`src/rtl/burst_memory_responder_pkg.sv`:
```
// -----------------------------------------------------------------------------
// burst_memory_responder_pkg
// Shared definitions for the burst memory responder: FSM state encoding and
// the fixed line/beat geometry (a 256-bit line moved as four 64-bit beats).
// -----------------------------------------------------------------------------
package burst_memory_responder_pkg;

    localparam int BEAT_COUNT       = 4;
    localparam int BEAT_WIDTH       = 64;
    localparam int LINE_WIDTH       = 256;
    localparam int LINE_OFFSET_BITS = 5;
    localparam int BEAT_IDX_W       = $clog2(BEAT_COUNT);

    typedef enum logic [2:0] {
        IDLE        = 3'd0,
        WAIT        = 3'd1,
        READ_BURST  = 3'd2,
        WRITE_BURST = 3'd3,
        RECOVER     = 3'd4
    } state_e;

endpackage

```
`src/rtl/burst_memory_responder_mem_array.sv`:
```
// -----------------------------------------------------------------------------
// burst_mem_array
// Beat-granular line storage: NUM_LINES lines of four 64-bit beats each,
// addressed as {line, beat}. One synchronous write port, one combinational
// read port. Contents are never reset.
//
// Ports:
//   clk      clock for the write port
//   we_i     write enable, commits wdata_i at the rising edge
//   waddr_i  write address {line, beat}
//   wdata_i  write beat data
//   raddr_i  read address {line, beat}
//   rdata_o  read beat data (combinational)
// -----------------------------------------------------------------------------
module burst_mem_array
    import burst_memory_responder_pkg::*;
#(
    parameter int NUM_LINES = 16
) (
    input  logic                                      clk,
    input  logic                                      we_i,
    input  logic [$clog2(NUM_LINES*BEAT_COUNT)-1:0]   waddr_i,
    input  logic [BEAT_WIDTH-1:0]                     wdata_i,
    input  logic [$clog2(NUM_LINES*BEAT_COUNT)-1:0]   raddr_i,
    output logic [BEAT_WIDTH-1:0]                     rdata_o
);

    localparam int DEPTH = NUM_LINES * (LINE_WIDTH / BEAT_WIDTH);

    logic [BEAT_WIDTH-1:0] mem_q [DEPTH];

    always_ff @(posedge clk) begin
        if (we_i) begin
            mem_q[waddr_i] <= wdata_i;
        end
    end

    assign rdata_o = mem_q[raddr_i];

endmodule

```
`src/rtl/burst_memory_responder.sv`:
```
// -----------------------------------------------------------------------------
// burst_memory_responder
// Line-oriented memory target. A read or write request held in IDLE is
// accepted, waits LATENCY cycles, then moves a 256-bit line as four 64-bit
// beats (one per cycle, resp_o strobing), spends one RECOVER cycle, and
// returns to IDLE.
//
// Ports:
//   clk        clock, all state on the rising edge
//   rst        synchronous active-high reset (storage is not reset)
//   address_i  line address; bits [4:0] ignored, upper bits alias
//   read_i     read request level, held until the burst completes
//   write_i    write request level, held through all write beats
//   burst_i    write beat data, sampled on each write-beat edge
//   burst_o    read beat data during read beats, zero otherwise
//   resp_o     beat strobe, high for the four beat cycles
//   busy_o     high whenever the FSM is not in IDLE
// -----------------------------------------------------------------------------
module burst_memory_responder
    import burst_memory_responder_pkg::*;
#(
    parameter int NUM_LINES = 16,
    parameter int LATENCY   = 4
) (
    input  logic                  clk,
    input  logic                  rst,
    input  logic [31:0]           address_i,
    input  logic                  read_i,
    input  logic                  write_i,
    input  logic [BEAT_WIDTH-1:0] burst_i,
    output logic [BEAT_WIDTH-1:0] burst_o,
    output logic                  resp_o,
    output logic                  busy_o
);

    localparam int IDX_W  = $clog2(NUM_LINES);
    localparam int ADDR_W = IDX_W + BEAT_IDX_W;
    localparam int LAT_W  = (LATENCY > 1) ? $clog2(LATENCY) : 1;

    state_e                  state_q;
    logic [LAT_W-1:0]        lat_cnt_q;
    logic [BEAT_IDX_W-1:0]   beat_q;
    logic [IDX_W-1:0]        line_q;
    logic                    dir_write_q;
    logic                    resp_q;
    logic                    busy_q;

    logic                    rd_req;
    logic                    wr_req;
    logic                    req_held;
    logic                    mem_we;
    logic [ADDR_W-1:0]       mem_addr;
    logic [BEAT_WIDTH-1:0]   mem_rdata;

    // Only the line-index field of the address matters.
    logic unused_addr;
    assign unused_addr = ^{address_i[31:LINE_OFFSET_BITS+IDX_W],
                           address_i[LINE_OFFSET_BITS-1:0]};

    // Simultaneous read and write is not a valid request.
    assign rd_req = read_i & ~write_i;
    assign wr_req = write_i & ~read_i;

    // Request level that must stay asserted while waiting for the burst.
    assign req_held = dir_write_q ? write_i : read_i;

    always_ff @(posedge clk) begin
        if (rst) begin
            state_q   <= IDLE;
            lat_cnt_q <= '0;
            beat_q    <= '0;
            resp_q    <= 1'b0;
            busy_q    <= 1'b0;
        end else begin
            case (state_q)
                IDLE: begin
                    if (rd_req || wr_req) begin
                        line_q      <= address_i[LINE_OFFSET_BITS +: IDX_W];
                        dir_write_q <= wr_req;
                        busy_q      <= 1'b1;
                        beat_q      <= '0;
                        if (LATENCY == 1) begin
                            state_q   <= wr_req ? WRITE_BURST : READ_BURST;
                            resp_q    <= 1'b1;
                            lat_cnt_q <= '0;
                        end else begin
                            state_q   <= WAIT;
                            lat_cnt_q <= LAT_W'(LATENCY - 1);
                        end
                    end
                end

                WAIT: begin
                    // A withdrawn request abandons the transaction before any
                    // beat, even on the last waiting cycle.
                    if (!req_held) begin
                        state_q   <= IDLE;
                        busy_q    <= 1'b0;
                        lat_cnt_q <= '0;
                    end else if (lat_cnt_q == LAT_W'(1)) begin
                        state_q   <= dir_write_q ? WRITE_BURST : READ_BURST;
                        resp_q    <= 1'b1;
                        lat_cnt_q <= '0;
                    end else begin
                        lat_cnt_q <= lat_cnt_q - LAT_W'(1);
                    end
                end

                READ_BURST, WRITE_BURST: begin
                    // Bursts run to completion regardless of request levels.
                    beat_q <= beat_q + BEAT_IDX_W'(1);
                    if (beat_q == BEAT_IDX_W'(BEAT_COUNT - 1)) begin
                        state_q <= RECOVER;
                        resp_q  <= 1'b0;
                    end
                end

                RECOVER: begin
                    state_q <= IDLE;
                    busy_q  <= 1'b0;
                end

                default: begin
                    state_q   <= IDLE;
                    lat_cnt_q <= '0;
                    beat_q    <= '0;
                    resp_q    <= 1'b0;
                    busy_q    <= 1'b0;
                end
            endcase
        end
    end

    // A beat presented on a reset edge is not committed.
    assign mem_we   = ~rst & (state_q == WRITE_BURST);
    assign mem_addr = {line_q, beat_q};

    burst_mem_array #(
        .NUM_LINES (NUM_LINES)
    ) u_mem (
        .clk     (clk),
        .we_i    (mem_we),
        .waddr_i (mem_addr),
        .wdata_i (burst_i),
        .raddr_i (mem_addr),
        .rdata_o (mem_rdata)
    );

    assign burst_o = (state_q == READ_BURST) ? mem_rdata : '0;
    assign resp_o  = resp_q;
    assign busy_o  = busy_q;

endmodule
```
`config.mk`:
```
export PLATFORM = sky130hd
export DESIGN_NAME = burst_memory_responder
export DESIGN_NICKNAME = d
export VERILOG_FILES = /design/src/rtl/burst_memory_responder_pkg.sv /design/src/rtl/burst_memory_responder_mem_array.sv /design/src/rtl/burst_memory_responder.sv
export SDC_FILE = /design/constraint.sdc
export NUM_CORES = 2
export LEC_CHECK = 0
export ABC_CLOCK_PERIOD_IN_PS = 11200
export CORE_ASPECT_RATIO = 1.5
export CORE_UTILIZATION = 35
export DETAILED_ROUTE_END_ITERATION = 12
export PLACE_DENSITY = 0.47
export RECOVER_POWER = 25
export SETUP_SLACK_MARGIN = 0.15
export SYNTH_ARGS = -nofsm -noshare
export SYNTH_HDL_FRONTEND = slang
export SYNTH_HIERARCHICAL = 1
export SYNTH_SLANG_ARGS = --single-unit
```
`constraint.sdc`:
```
create_clock -name clk -period 11.2 [get_ports clk]
set_input_delay 2.8 -clock clk [delete_from_list [all_inputs] [get_ports clk]]
set_output_delay 2.8 -clock clk [all_outputs]
set_load 0.02 [all_outputs]
```
==> run metrics <==
Synth Instances 6680; setup TNS 0 ns; placed cell areas 0.166 mm^2; worst hold path type reg2reg; area leader, netlist edfxtp_1; CP max-delay cell edfxtp_1; Worst Tran Pin Value 2.97 ns; worst path bufs/invs 3; GP Congestion 0.756; CP Data Arrival Time 5.96 ns; starting density of the core 0.351; period utilization 0.782; Hold Crit Start busy_o; post-cts resize count 0; met2 Resource Use GR 0.378; via count 74600; Core ar. 0.445 mm^2; failing checks capacitance limit, slew limit; CP Capture Type primary output; port bufs 137; Clock Latency Late Sink 0.93 ns; total number of yosys warnings 6; Avg Inst Size Synth 23.4 um^2; drt drc 0; Most Crowded Layer GR met2; vias per cell 5.63; critical setup path kind reg2out; layout cells sized above 1 0.263; Pleak 52.9 nW; Finished Cell Area 0.178 mm^2; M3 GR Usage 0.0288; DRT Pass-1 Iters 5; RSZ-0062 raised after global routing no; PD cells 175 mW/mm^2; crit path max fanout 105; max_cap viols 46; worst hold stages 1; CTS tree done; synth unique cells 46; Root Driver clkbuf_16; total congestion overflow 0; CTS Hold Buffers Added 0; Reg2Reg Depth 6; commonest non-fill, non-tap cell in the layout edfxtp_1; worst flop-to-flop path startpoint line_q[0]; DP HPWL 253000 um; first-pass GRT wire length 650000 um; Rows 300; synthesized flop and latch total 4110; commonest non-fill, non-tap cells in the layout edfxtp_1, mux4_2, clkbuf_16; status complete, but fails checks; # nets final 7150; antenna viol nets, final 0; IO Count 166; Area contributors post-synth edfxtp_1, mux4_2, mux2i_1, a22oi_1, buf_2; CP cell instances buf_12 -> and2_4 -> buf_4 -> a22oi_1 -> and3_1 -> a211oi_1 -> and3_1 -> clkdlybuf4s50_1; share of the synthesized area in the top cell type 0.788; Reg clk slew, reported paths 0.06 ns; routed wire length 476000 um; die area 0.449 mm^2; crit path launch type flip-flop; H-tree level count 5; Clock Skews 0.0537 ns; endpoints failing hold 0; clock sink count 4110; vias in the first global route 77700; syn_nets 6783; Slew HR -0.982; Pins Over Slew Limit 2991; Worst R2R Setup Slack 5.86 ns; Peak VDD IR 0.126 mV; slowest stage delay, CP 0.87 ns; CP delay by family, top buffers and inverters; worst endpoint required time 8.40 ns; antenna violations before repair 37; Crit Reg-Reg Endpoint u_mem/mem_q[37][45]; fmax 114 MHz; Max Buffers Root-to-Sink 4; Num CTS Buffers 391; drt first-iter violations 7307; WP depth 8; most frequent CP cell and3_1; wire per inst 35.9 um; die height 820 um; largest net degree at the start of global routing 126; total power draw 0.0311 W; Worst Hold Path EP busy_o; Seq/Total Area, Yosys 0.789; Cells after DPL 12500; area added between synthesis and finish 13.9%; setup bufs post-CTS 0; Post-Layout Cell Count 13300; Global Route Usage Sum 0.210; met1 global-route usage 0.266; crit path time final 8.76 ns; setup violators final 0; Horiz. Die Dim 548 um; Syn Std Cell Area 0.156 mm^2
how the worst max path moves through the flow:
stage	startpoint	slack [ns]	to
after floorplan	rst	2.54	u_mem/mem_q[48][0]
after global placement	beat_q[0]	3.26	burst_o[17]
after detailed placement	beat_q[0]	3.32	burst_o[17]
after CTS	beat_q[0]	2.29	burst_o[17]
after global routing	beat_q[0]	2.21	burst_o[17]
final	line_q[0]	2.44	burst_o[19]
cells by family (layout without fill, tap and decap cells):
family	count (synthesis)	after routing	share of synthesized area
AO/OA/AOI/OAI	520	520	0.0255
adder cells (fa/ha/maj)	3	3	0.000240
buffers and inverters	412	1090	0.0125
flip-flops	4110	4110	0.789
multiplexers	1162	1162	0.156
other	0	11	0
AND/OR/NAND/NOR	473	473	0.0159
layout make-up:
type                    count  area (um^2)
diodes                     11         27.5
clock buffers             487        10400
multi-input cells        2158        31500
inverters                  25         93.8
flip-flops and latches   4110       123000
well taps                5889         7370
repair buffers            361         3150
clock inverters           217         2040
fillers                 39100       267000
where the power goes:
group	total, W	internal, W	switching, W
Clock	0.0132	0.00742	0.00578
Sequential	0.0169	0.0169	0.00000866
Combinational	0.000973	0.000276	0.000697
Total	0.0311	0.0246	0.00648
metal layers:
| metal | vias to the layer above | part of all wire |
|---|---|---|
| li1 | 29600 | - |
| met1 | 42000 | 0.39 |
| met2 | 2395 | 0.53 |
| met3 | 596 | 0.056 |
| met4 | 14 | 0.028 |
| met5 | - | 0.00019 |
synth_stat cells (all sizes together):
library cell / count
mux2i: 138
nor3b: 3
o21bai: 2
nor2b: 28
dfxtp: 9
and3: 129
nand2b: 13
mux4: 1024
nand2: 63
and2b: 1
a21oi: 4
nand4: 2
a41oi: 26
and2: 3
nand4b: 1
buf: 233
nand3b: 2
a211oi: 63
o221ai: 38
a31o: 2
nor4b: 1
nand3: 46
or3b: 1
o21ai: 4
a221oi: 1
o22ai: 83
inv: 25
nor3: 4
or3: 29
or2: 28
a31oi: 21
nor2: 119
edfxtp: 4101
a2bb2oi: 19
a22oi: 169
a22o: 88
ha: 3
clkbuf: 154
stage by stage:
stage / hold WS (ns) / utilization / worst slack, ns
after floorplan: 0.467 / - / 2.54
after global placement: 0.484 / 0.372 / 3.26
after detailed placement: 0.494 / 0.372 / 3.32
after CTS: 0.509 / 0.400 / 2.29
after global routing: 0.525 / 0.400 / 2.21
final: 0.498 / 0.400 / 2.44
state kept, by name, summed over array words and instances (netlist names):
| name | flops |
|---|---|
| dir_write_q | 1 |
| beat_q | 2 |
| lat_cnt_q | 2 |
| resp_o | 1 |
| busy_o | 1 |
| line_q | 4 |
| state_q | 3 |
| u_mem/mem_q | 4096 |
Power figures use the tool's default switching activity.
